$ cat src/rtl/mips150_io_pkg.sv
// Shared constants for the MIPS150 memory-mapped UART: register offsets,
// STATUS/ERR bit positions and the RX/TX frame state encoding.
package mips150_io_pkg;

    localparam logic [3:0] UART_STATUS = 4'h0;
    localparam logic [3:0] UART_RX     = 4'h4;
    localparam logic [3:0] UART_TX     = 4'h8;
    localparam logic [3:0] UART_ERR    = 4'hC;

    localparam int ST_TX_READY = 0;
    localparam int ST_RX_VALID = 1;
    localparam int ST_TX_BUSY  = 2;

    localparam int ERR_RX_OVF  = 0;
    localparam int ERR_TX_OVF  = 1;
    localparam int ERR_FRAME   = 2;
    localparam int ERR_OCC_LSB = 8;

    typedef enum logic [1:0] {S_IDLE, S_START, S_DATA, S_STOP} uart_state_e;

    // Occupancy field in ERR is 4 bits wide; deeper FIFOs report 15.
    function automatic logic [3:0] sat_occ(input int unsigned n);
        return (n > 15) ? 4'hF : n[3:0];
    endfunction

endpackage

$ cat src/rtl/uart_fifo.sv
// Synchronous FIFO with wrap-bit pointers; a pop in the same cycle frees
// room for a push even when full.
module uart_fifo #(
    parameter int WIDTH = 8,
    parameter int DEPTH = 8
) (
    input  logic                     clk,
    input  logic                     rst,
    input  logic                     push,
    input  logic                     pop,
    input  logic [WIDTH-1:0]         wdata,
    output logic [WIDTH-1:0]         rdata,
    output logic                     full,
    output logic                     empty,
    output logic [$clog2(DEPTH):0]   count
);
    localparam int AW = $clog2(DEPTH);

    logic [WIDTH-1:0] mem_q [DEPTH];
    logic [AW:0]      wptr_q, rptr_q;
    logic             do_push, do_pop;

    assign empty   = (wptr_q == rptr_q);
    assign full    = (wptr_q[AW] != rptr_q[AW]) && (wptr_q[AW-1:0] == rptr_q[AW-1:0]);
    assign count   = wptr_q - rptr_q;
    assign rdata   = mem_q[rptr_q[AW-1:0]];
    assign do_pop  = pop && !empty;
    assign do_push = push && (!full || do_pop);

    always_ff @(posedge clk) begin
        if (rst) begin
            wptr_q <= '0;
            rptr_q <= '0;
        end else begin
            if (do_push) wptr_q <= wptr_q + 1'b1;
            if (do_pop)  rptr_q <= rptr_q + 1'b1;
        end
    end

    always_ff @(posedge clk) begin
        if (do_push) mem_q[wptr_q[AW-1:0]] <= wdata;
    end

endmodule

$ cat src/rtl/mips150_uart_mmio.sv
// Polled UART for the MIPS150 I/O window: RX/TX FIFOs, fixed-ratio baud
// timing, sticky error flags and a 1-cycle registered read port.
module mips150_uart_mmio
    import mips150_io_pkg::*;
#(
    parameter int CLOCK_FREQ = 50_000_000,
    parameter int BAUD_RATE  = 115_200,
    parameter int DATA_BITS  = 8,
    parameter int FIFO_DEPTH = 8
) (
    input  logic        clk,
    input  logic        rst,
    input  logic [3:0]  addr,
    input  logic        re,
    input  logic        we,
    input  logic [31:0] wdata,
    output logic [31:0] rdata,
    input  logic        FPGA_SERIAL_RX,
    output logic        FPGA_SERIAL_TX
);
    localparam int SYMBOL_EDGE = CLOCK_FREQ / BAUD_RATE;
    localparam int HALF        = SYMBOL_EDGE / 2;
    localparam int CW          = $clog2(SYMBOL_EDGE);
    localparam int BW          = $clog2(DATA_BITS);
    localparam int OW          = $clog2(FIFO_DEPTH) + 1;
    localparam logic [CW-1:0] SYM_END  = CW'(SYMBOL_EDGE - 1);
    localparam logic [CW-1:0] HALF_END = CW'(HALF - 1);
    localparam logic [BW-1:0] LAST_BIT = BW'(DATA_BITS - 1);

    logic [3:0]           reg_sel;
    logic                 sw_pop, sw_push, err_clr;
    logic [DATA_BITS-1:0] rx_head, tx_head;
    logic                 rx_full, rx_empty, tx_full, tx_empty;
    logic [OW-1:0]        rx_count, tx_count;
    logic                 rx_push, rx_ferr, rx_ovf_set, tx_pop, tx_ovf_set;
    logic [2:0]           err_q, err_d;
    logic [31:0]          rdata_q, rdata_d, status_w, err_w;

    uart_state_e          rx_state_q, tx_state_q;
    logic                 rx_s1_q, rx_s2_q, rx_prev_q;
    logic [CW-1:0]        rx_cnt_q, tx_cnt_q;
    logic [BW-1:0]        rx_idx_q, tx_idx_q;
    logic [DATA_BITS-1:0] rx_shift_q, tx_shift_q;
    logic                 tx_q;

    assign reg_sel = {addr[3:2], 2'b00};
    assign sw_pop  = re && (reg_sel == UART_RX);
    assign sw_push = we && (reg_sel == UART_TX);
    assign err_clr = we && (reg_sel == UART_ERR);

    assign rx_push    = (rx_state_q == S_STOP) && (rx_cnt_q == SYM_END) && rx_s2_q;
    assign rx_ferr    = (rx_state_q == S_STOP) && (rx_cnt_q == SYM_END) && !rx_s2_q;
    assign rx_ovf_set = rx_push && rx_full && !sw_pop;
    assign tx_pop     = !tx_empty && ((tx_state_q == S_IDLE) ||
                        ((tx_state_q == S_STOP) && (tx_cnt_q == SYM_END)));
    assign tx_ovf_set = sw_push && tx_full && !tx_pop;

    uart_fifo #(.WIDTH(DATA_BITS), .DEPTH(FIFO_DEPTH)) u_rx_fifo (
        .clk(clk), .rst(rst), .push(rx_push), .pop(sw_pop), .wdata(rx_shift_q),
        .rdata(rx_head), .full(rx_full), .empty(rx_empty), .count(rx_count)
    );

    uart_fifo #(.WIDTH(DATA_BITS), .DEPTH(FIFO_DEPTH)) u_tx_fifo (
        .clk(clk), .rst(rst), .push(sw_push), .pop(tx_pop), .wdata(wdata[DATA_BITS-1:0]),
        .rdata(tx_head), .full(tx_full), .empty(tx_empty), .count(tx_count)
    );

    always_comb begin
        status_w = '0;
        status_w[ST_TX_READY] = !tx_full;
        status_w[ST_RX_VALID] = !rx_empty;
        status_w[ST_TX_BUSY]  = (tx_state_q != S_IDLE) || !tx_empty;
        err_w = '0;
        err_w[2:0] = err_q;
        err_w[ERR_OCC_LSB +: 4] = sat_occ(32'(rx_count));
        // Same-cycle set beats clear so an event is never lost to a W1C.
        err_d = (err_q & ~(err_clr ? wdata[2:0] : 3'b000));
        err_d[ERR_RX_OVF] = err_d[ERR_RX_OVF] | rx_ovf_set;
        err_d[ERR_TX_OVF] = err_d[ERR_TX_OVF] | tx_ovf_set;
        err_d[ERR_FRAME]  = err_d[ERR_FRAME]  | rx_ferr;
        rdata_d = rdata_q;
        if (re) begin
            case (reg_sel)
                UART_STATUS: rdata_d = status_w;
                UART_RX:     rdata_d = rx_empty ? 32'd0 : {{(32-DATA_BITS){1'b0}}, rx_head};
                UART_ERR:    rdata_d = err_w;
                default:     rdata_d = '0;
            endcase
        end
    end

    always_ff @(posedge clk) begin
        if (rst) begin
            rdata_q <= '0;
            err_q   <= '0;
        end else begin
            rdata_q <= rdata_d;
            err_q   <= err_d;
        end
    end

    always_ff @(posedge clk) begin
        if (rst) begin
            rx_s1_q    <= 1'b1;
            rx_s2_q    <= 1'b1;
            rx_prev_q  <= 1'b1;
            rx_state_q <= S_IDLE;
            rx_cnt_q   <= '0;
            rx_idx_q   <= '0;
            rx_shift_q <= '0;
        end else begin
            rx_s1_q   <= FPGA_SERIAL_RX;
            rx_s2_q   <= rx_s1_q;
            rx_prev_q <= rx_s2_q;
            case (rx_state_q)
                S_IDLE: if (rx_prev_q && !rx_s2_q) begin
                    rx_state_q <= S_START;
                    rx_cnt_q   <= '0;
                end
                S_START: if (rx_cnt_q == HALF_END) begin
                    rx_cnt_q   <= '0;
                    rx_idx_q   <= '0;
                    rx_state_q <= rx_s2_q ? S_IDLE : S_DATA;
                end else rx_cnt_q <= rx_cnt_q + 1'b1;
                S_DATA: if (rx_cnt_q == SYM_END) begin
                    rx_cnt_q   <= '0;
                    rx_shift_q <= {rx_s2_q, rx_shift_q[DATA_BITS-1:1]};
                    if (rx_idx_q == LAST_BIT) rx_state_q <= S_STOP;
                    else                      rx_idx_q   <= rx_idx_q + 1'b1;
                end else rx_cnt_q <= rx_cnt_q + 1'b1;
                S_STOP: if (rx_cnt_q == SYM_END) begin
                    rx_cnt_q   <= '0;
                    rx_state_q <= S_IDLE;
                end else rx_cnt_q <= rx_cnt_q + 1'b1;
                default: rx_state_q <= S_IDLE;
            endcase
        end
    end

    always_ff @(posedge clk) begin
        if (rst) begin
            tx_state_q <= S_IDLE;
            tx_cnt_q   <= '0;
            tx_idx_q   <= '0;
            tx_shift_q <= '0;
            tx_q       <= 1'b1;
        end else begin
            case (tx_state_q)
                S_IDLE: if (tx_pop) begin
                    tx_state_q <= S_START;
                    tx_cnt_q   <= '0;
                    tx_shift_q <= tx_head;
                    tx_q       <= 1'b0;
                end
                S_START: if (tx_cnt_q == SYM_END) begin
                    tx_state_q <= S_DATA;
                    tx_cnt_q   <= '0;
                    tx_idx_q   <= '0;
                    tx_q       <= tx_shift_q[0];
                end else tx_cnt_q <= tx_cnt_q + 1'b1;
                S_DATA: if (tx_cnt_q == SYM_END) begin
                    tx_cnt_q <= '0;
                    if (tx_idx_q == LAST_BIT) begin
                        tx_state_q <= S_STOP;
                        tx_q       <= 1'b1;
                    end else begin
                        tx_idx_q   <= tx_idx_q + 1'b1;
                        tx_shift_q <= tx_shift_q >> 1;
                        tx_q       <= tx_shift_q[1];
                    end
                end else tx_cnt_q <= tx_cnt_q + 1'b1;
                // Chain straight into the next start bit when more data waits.
                S_STOP: if (tx_cnt_q == SYM_END) begin
                    tx_cnt_q <= '0;
                    if (tx_pop) begin
                        tx_state_q <= S_START;
                        tx_shift_q <= tx_head;
                        tx_q       <= 1'b0;
                    end else begin
                        tx_state_q <= S_IDLE;
                        tx_q       <= 1'b1;
                    end
                end else tx_cnt_q <= tx_cnt_q + 1'b1;
                default: tx_state_q <= S_IDLE;
            endcase
        end
    end

    assign rdata          = rdata_q;
    assign FPGA_SERIAL_TX = tx_q;

    logic unused_bits;
    assign unused_bits = ^{wdata[31:DATA_BITS], addr[1:0], tx_count};

endmodule
$ cat config.mk
export PLATFORM = sky130hd
export DESIGN_NAME = mips150_uart_mmio
export DESIGN_NICKNAME = d
export VERILOG_FILES = /design/src/rtl/mips150_io_pkg.sv /design/src/rtl/uart_fifo.sv /design/src/rtl/mips150_uart_mmio.sv
export SDC_FILE = /design/constraint.sdc
export NUM_CORES = 1
export LEC_CHECK = 0
export ABC_CLOCK_PERIOD_IN_PS = 3600
export BUFFER_PORTS_ARGS = -buffer_cell sky130_fd_sc_hd__buf_2
export CORE_AREA = 2 2 149 115
export CTS_CLUSTER_SIZE = 28
export DETAILED_ROUTE_END_ITERATION = 6
export DIE_AREA = 0 0 151 117
export PLACE_DENSITY = 0.83
export SLEW_MARGIN = 20
export SYNTH_ARGS = -nofsm -noshare
export SYNTH_HDL_FRONTEND = slang
export SYNTH_HIERARCHICAL = 1
export SYNTH_SLANG_ARGS = --single-unit
$ cat constraint.sdc
create_clock -name clk -period 3.6 [get_ports clk]
set_input_delay 0.72 -clock clk [delete_from_list [all_inputs] [get_ports clk]]
set_output_delay 0.72 -clock clk [all_outputs]
set_load 0.005 [all_outputs]
==> reports/metrics.yaml, run 1 <==
outcome: "complete, no violations"
crit_chain: "inv_1 > ha_1 > nand3_1 > nor2_1 > nor2b_1 > a32oi_1 > inv_1 > buf_4 > o31ai_2 > nor2_1 > o21ai_0"
cts_tree: "built"
period_minus_slack_ns: 3.29
slowest_stage: "dfxtp_1"
clockBufferDepth: 3
path_clk_slew_ns: 0.06
vias: 5869
coreArea_um2: 16300
wl_per_cell_um: 19.2
multi_input_area_um2: 3560
hold_viol_final: 0
p_comb_share_pct: 8.2
irDropWorstVdd_uv: 398
nFillCells: 1118
critical_path_arrival_ns: 3.70
r2r_start: "u_tx_fifo/wptr_q[0]"
fmax_ghz: 0.304
grt_max_degree: 29
cp.required_ns: 4.01
cts-resized-gates: 0
maxCapViolations: 0
die-area_um2: 17700
finalSetupTns_ns: 0
post-place-ws_ns: 0.430
p_sw_w: 0.00120
tightest_slew_ns: 0.972
fin_ws_ns: 0.305
nets: 812
syn2layout_area_growth_pct: 9.51
viasPerCell: 6.01
place.detailed.hpwl_um: 12300
drcViolationCount: 0
drtIter0Drc: 458
seqCellArea_um2: 5550
hp-class: "input pin to register"
report.final.slew_viol_count: 0
antenna_found_initial: 0
die_h_um: 117
grt_overflow_total: 0
switching_share_pct: 23.3
critPathLaunchType: "register"
diodes: 0
place_congestion: 0.826
syn-instance-count: 717
final_util_pct: 63.5
power_density_nw_per_um2: 498
min-delay-start: "FPGA_SERIAL_RX"
final_cells: 976
wirelength_um: 18700
io_buffers: 27
syn_area_um2: 9460
cpPeakStageDelay_ns: 0.48
dr.pass1.iters: 5
drtAntennaViolNets: 0
cp_max_fo: 9
worstSkewPairLatency_ns: 0.50
seqPwrFrac_pct: 51.4
critPathLaunch: "u_tx_fifo/wptr_q[0]"
start_util_pct: 58.0
track_usage_pct: 22.0
finalCritPeriodShare_pct: 91.5
cts_buffers: 21
crit_type: "register to register"
h-tree-depth: 1
internal_power_w: 0.00396
slew-limit-headroom_pct: 35.0
cp-end-kind: "register"
pin_count: 74
grt_pass1_vias: 5656
cts.sink_count: 213
clockPowerShare_pct: 40.4
grt_first_pass_wirelength_um: 29900
std_cell_rows: 41
hold_buffers: 0
rsz0062_at_grt: "false"
fin_skew_ns: 0.0152
synth_warnings: 6
syn_avg_cell_area_um2: 13.2
cts-root-buf: "clkbuf_16"
hold_slack_ns: 0.413
setup_viol: 0
total_leakage_power_nw: 3.66
die_w_um: 151
post-cts-setup-buffers: 0
dp.cells: 938
drive_gt1_share_pct: 13.7
[worst max-delay path, delay by kind of cell (launching register included)]
| family | cells | cell delay, ns |
|---|---|---|
| AO/OA/AOI/OAI | 3 | 1.07 |
| adder cells (fa/ha/maj) | 1 | 0.32 |
| buffers and inverters | 3 | 0.45 |
| flip-flops | 1 | 0.48 |
| AND/OR/NAND/NOR | 4 | 0.86 |
[final timing paths]
path / endpoint / slack, ns / depth (start not counted)
max: u_tx_fifo/wptr_q[3] / 0.31 / 11
min: rx_s1_q / 0.41 / 2
max reg2reg: u_tx_fifo/wptr_q[3] / 0.31 / 11
min reg2reg: rx_s2_q / 0.42 / 1
[state kept, by name, summed over array words and instances, names as in the netlist, named ones only]
register,flops
rx_idx_q,3
rx_prev_q,1
tx_cnt_q,9
u_tx_fifo/mem_q,64
rdata,12
u_rx_fifo/mem_q,64
u_tx_fifo/rptr_q,4
err_q,3
u_rx_fifo/wptr_q,4
FPGA_SERIAL_TX,1
tx_shift_q,8
rx_s2_q,1
u_tx_fifo/wptr_q,4
u_rx_fifo/rptr_q,4
rx_cnt_q,9
rx_shift_q,8
tx_state_q,2
tx_idx_q,3
rx_state_q,1
rx_s1_q,1
[through the flow]
step,instance area (um2),total power (W)
3_5_place_dp,9710,0.00312
5_1_grt,10400,0.00537
2_1_floorplan,9540,0.00304
3_3_place_gp,9690,0.00309
4_1_cts,10400,0.00519
6_report,10400,0.00516
[area by class of cell]
class	count	share of cell area (%)
well taps	215	2.60
clock buffers	27	5.48
clock inverters	11	0.833
flip-flops and latches	213	53.5
inverters	28	1.01
repair buffers	39	2.17
multi-input cells	443	34.4
[cell usage in the layout (no fill, tap or decap), types with 11 or more instances in the layout]
cell type,n
nor2_1,69
nand3_1,28
edfxtp_1,128
mux2i_1,23
dfxtp_1,85
conb_1,20
buf_2,27
inv_1,28
a21oi_1,37
nor2b_1,11
nand2_1,22
buf_4,12
ha_1,24
o21ai_0,24
mux4_1,30
clkbuf_16,21
mux2_2,16
nor3_1,13
[per-layer routing]
layer  GRT usage (%)  vias to the layer above  wire length, um
met3            3.33                       31             1080
met1            30.5                     2893             8300
met5               0                        -                0
met4            6.36                        0              326
li1                -                     2714                -
met2            36.8                      231             9020
[power by group through the flow]
| stage | Combinational, W | Clock [W] | Sequential, W |
|---|---|---|---|
| 6_report | 0.000425 | 0.00208 | 0.00265 |
| 4_1_cts | 0.000419 | 0.00212 | 0.00265 |
| 3_5_place_dp | 0.000417 | 0 | 0.00270 |
| 5_1_grt | 0.000480 | 0.00223 | 0.00266 |
| 3_3_place_gp | 0.000393 | 0 | 0.00270 |
| 2_1_floorplan | 0.000346 | 0 | 0.00269 |
No activity file was read; power rests on OpenSTA's default activity.
==> run 2: changes to the inputs <==
--- a/config.mk
+++ b/config.mk
@@ -12,6 +12,7 @@
 export DETAILED_ROUTE_END_ITERATION = 6
 export DIE_AREA = 0 0 151 117
 export PLACE_DENSITY = 0.83
+export RECOVER_POWER = 50
 export SLEW_MARGIN = 20
 export SYNTH_ARGS = -nofsm -noshare
 export SYNTH_HDL_FRONTEND = slang
==> reports/metrics.yaml, run 2 (synthesis gave the netlist of run 1 again) <==
seqCellArea_um2: 5550  # unchanged
drive_gt1_share_pct: 11.2  # -2.5 points
coreArea_um2: 16300  # unchanged
rsz0062_at_grt: "false"
cts-root-buf: "clkbuf_16"
irDropWorstVdd_uv: 397  # -0.31%
setup_viol: 0  # unchanged
r2r_start: "u_tx_fifo/wptr_q[0]"
cts_buffers: 21  # unchanged
std_cell_rows: 41  # unchanged
viasPerCell: 6.02  # +0.14%
critPathLaunchType: "register"
cts_tree: "built"
clockBufferDepth: 3  # unchanged
place.detailed.hpwl_um: 12300  # unchanged
outcome: "complete, no violations"
p_comb_share_pct: 8.2  # about the same
die-area_um2: 17700  # unchanged
grt_max_degree: 29  # unchanged
critPathLaunch: "u_tx_fifo/wptr_q[0]"
fin_skew_ns: 0.0118  # -0.00346 ns
final_util_pct: 63.4  # -0.16 points
switching_share_pct: 23.3  # about the same
multi_input_area_um2: 3560  # unchanged
path_clk_slew_ns: 0.06  # about the same
wl_per_cell_um: 19.2  # +0.18%
worstSkewPairLatency_ns: 0.50  # about the same
drtAntennaViolNets: 0  # unchanged
cp_max_fo: 9  # unchanged
p_sw_w: 0.00120  # -0.21%
drtIter0Drc: 423  # -7.6%
slew-limit-headroom_pct: 5.58  # -29 points
syn2layout_area_growth_pct: 9.23
antenna_found_initial: 0  # unchanged
total_leakage_power_nw: 3.59  # -1.8%
r2r_slack_ns: 0.28  # -0.02 ns
vias: 5877  # +0.14%
place_congestion: 0.826  # unchanged
die_w_um: 151  # unchanged
crit_type: "register to register"
placed_area_um2: 9710  # unchanged
r2r_cells: 11  # unchanged
r2r-end: "u_tx_fifo/wptr_q[3]"
track_usage_pct: 22.0  # unchanged
hold_buffers: 0  # unchanged
cts-resized-gates: 0  # unchanged
wirelength_um: 18800  # +0.18%
post-place-ws_ns: 0.430  # unchanged
hold_viol_final: 0  # unchanged
post-cts-setup-buffers: 0  # unchanged
fin_ws_ns: 0.281  # -0.0249 ns
maxCapViolations: 0  # unchanged
finalCritPeriodShare_pct: 92.2  # +0.69 points
nets: 812  # unchanged
final_cell_mix: "edfxtp_1, dfxtp_1, nor2_1"
grt_first_pass_wirelength_um: 29900  # unchanged
report.final.slew_viol_count: 0  # unchanged
holdPathStages: 2  # unchanged
tightest_slew_ns: 1.42  # +0.445 ns
final_common_cell: "edfxtp_1"
drcViolationCount: 0  # unchanged
cp.required_ns: 4.01  # about the same
power_density_nw_per_um2: 499  # +0.15%
critical_path_arrival_ns: 3.73  # +0.03 ns
h-tree-depth: 1  # unchanged
min-delay-start: "FPGA_SERIAL_RX"
nFillCells: 1128  # +0.89%
cts.sink_count: 213  # unchanged
internal_power_w: 0.00395  # about the same
grt_overflow_total: 0  # unchanged
dr.pass1.iters: 5  # unchanged
fmax_ghz: 0.301  # -0.75%
start_util_pct: 58.0  # unchanged
cp-end-kind: "register"
die_h_um: 117  # unchanged
finalSetupTns_ns: 0  # unchanged
seqPwrFrac_pct: 51.5  # about the same
post-route-cell-area_um2: 10300  # -0.25%
pin_count: 74  # unchanged
min_to: "rx_s1_q"
clockPowerShare_pct: 40.4  # about the same
period_minus_slack_ns: 3.32  # +0.0249 ns
grt_pass1_vias: 5656  # unchanged
io_buffers: 27  # unchanged
hp-class: "input pin to register"
diodes: 0  # unchanged
[run 2: cell type report]
class / instances / area share (%)
clock buffers: 27 / 5.50
inverters: 28 / 1.02
well taps: 215 / 2.60
multi-input cells: 443 / 34.5
flip-flops and latches: 213 / 53.6
repair buffers: 39 / 1.92
clock inverters: 11 / 0.835
[run 2: worst max-delay path, stage by stage (launching register included)]
cell and delay (ns):
dfxtp_1 0.48, inv_1 0.17, ha_1 0.32, nand3_1 0.08, nor2_1 0.35, nor2b_1 0.12
a32oi_1 0.44, inv_1 0.12, buf_4 0.18, o31ai_2 0.37, nor2_1 0.32, o21ai_0 0.27
[run 2: per-layer routing]
| layer | wire length, um | global-route usage [%] | part of all wire, % | vias up |
|---|---|---|---|---|
| met5 | 0 | 0 | 0 | - |
| met4 | 338 | 6.36 | 1.8 | 0 |
| met3 | 1050 | 3.33 | 5.6 | 32 |
| met2 | 9060 | 36.8 | 48 | 214 |
| met1 | 8310 | 30.5 | 44 | 2920 |
| li1 | - | - | - | 2711 |
[run 2: worst max path at each step]
stage,endpoint,slack (ns),depth (start not counted)
6_report,u_tx_fifo/wptr_q[3],0.28,11
4_1_cts,u_tx_fifo/wptr_q[3],0.36,11
3_3_place_gp,u_tx_fifo/mem_q[3][0],0.35,10
2_1_floorplan,u_tx_fifo/mem_q[0][0],0.85,10
5_1_grt,u_tx_fifo/wptr_q[3],0.07,11
3_5_place_dp,u_tx_fifo/wptr_q[3],0.43,11
[run 2: metrics by stage]
stage               power [W]  hold slack, ns  std cells
floorplan             0.00304           0.389        736
global placement      0.00309           0.404        938
detailed placement    0.00312           0.415        938
CTS                   0.00519           0.407        976
global route          0.00536           0.419        976
finish                0.00516           0.413        976
[run 2: power groups by stage]
stage,logic (W),clock network [W],registers (W)
floorplan,0.000346,0,0.00269
global placement,0.000393,0,0.00270
detailed placement,0.000417,0,0.00270
CTS,0.000419,0.00212,0.00265
global route,0.000476,0.00223,0.00266
finish,0.000422,0.00208,0.00265
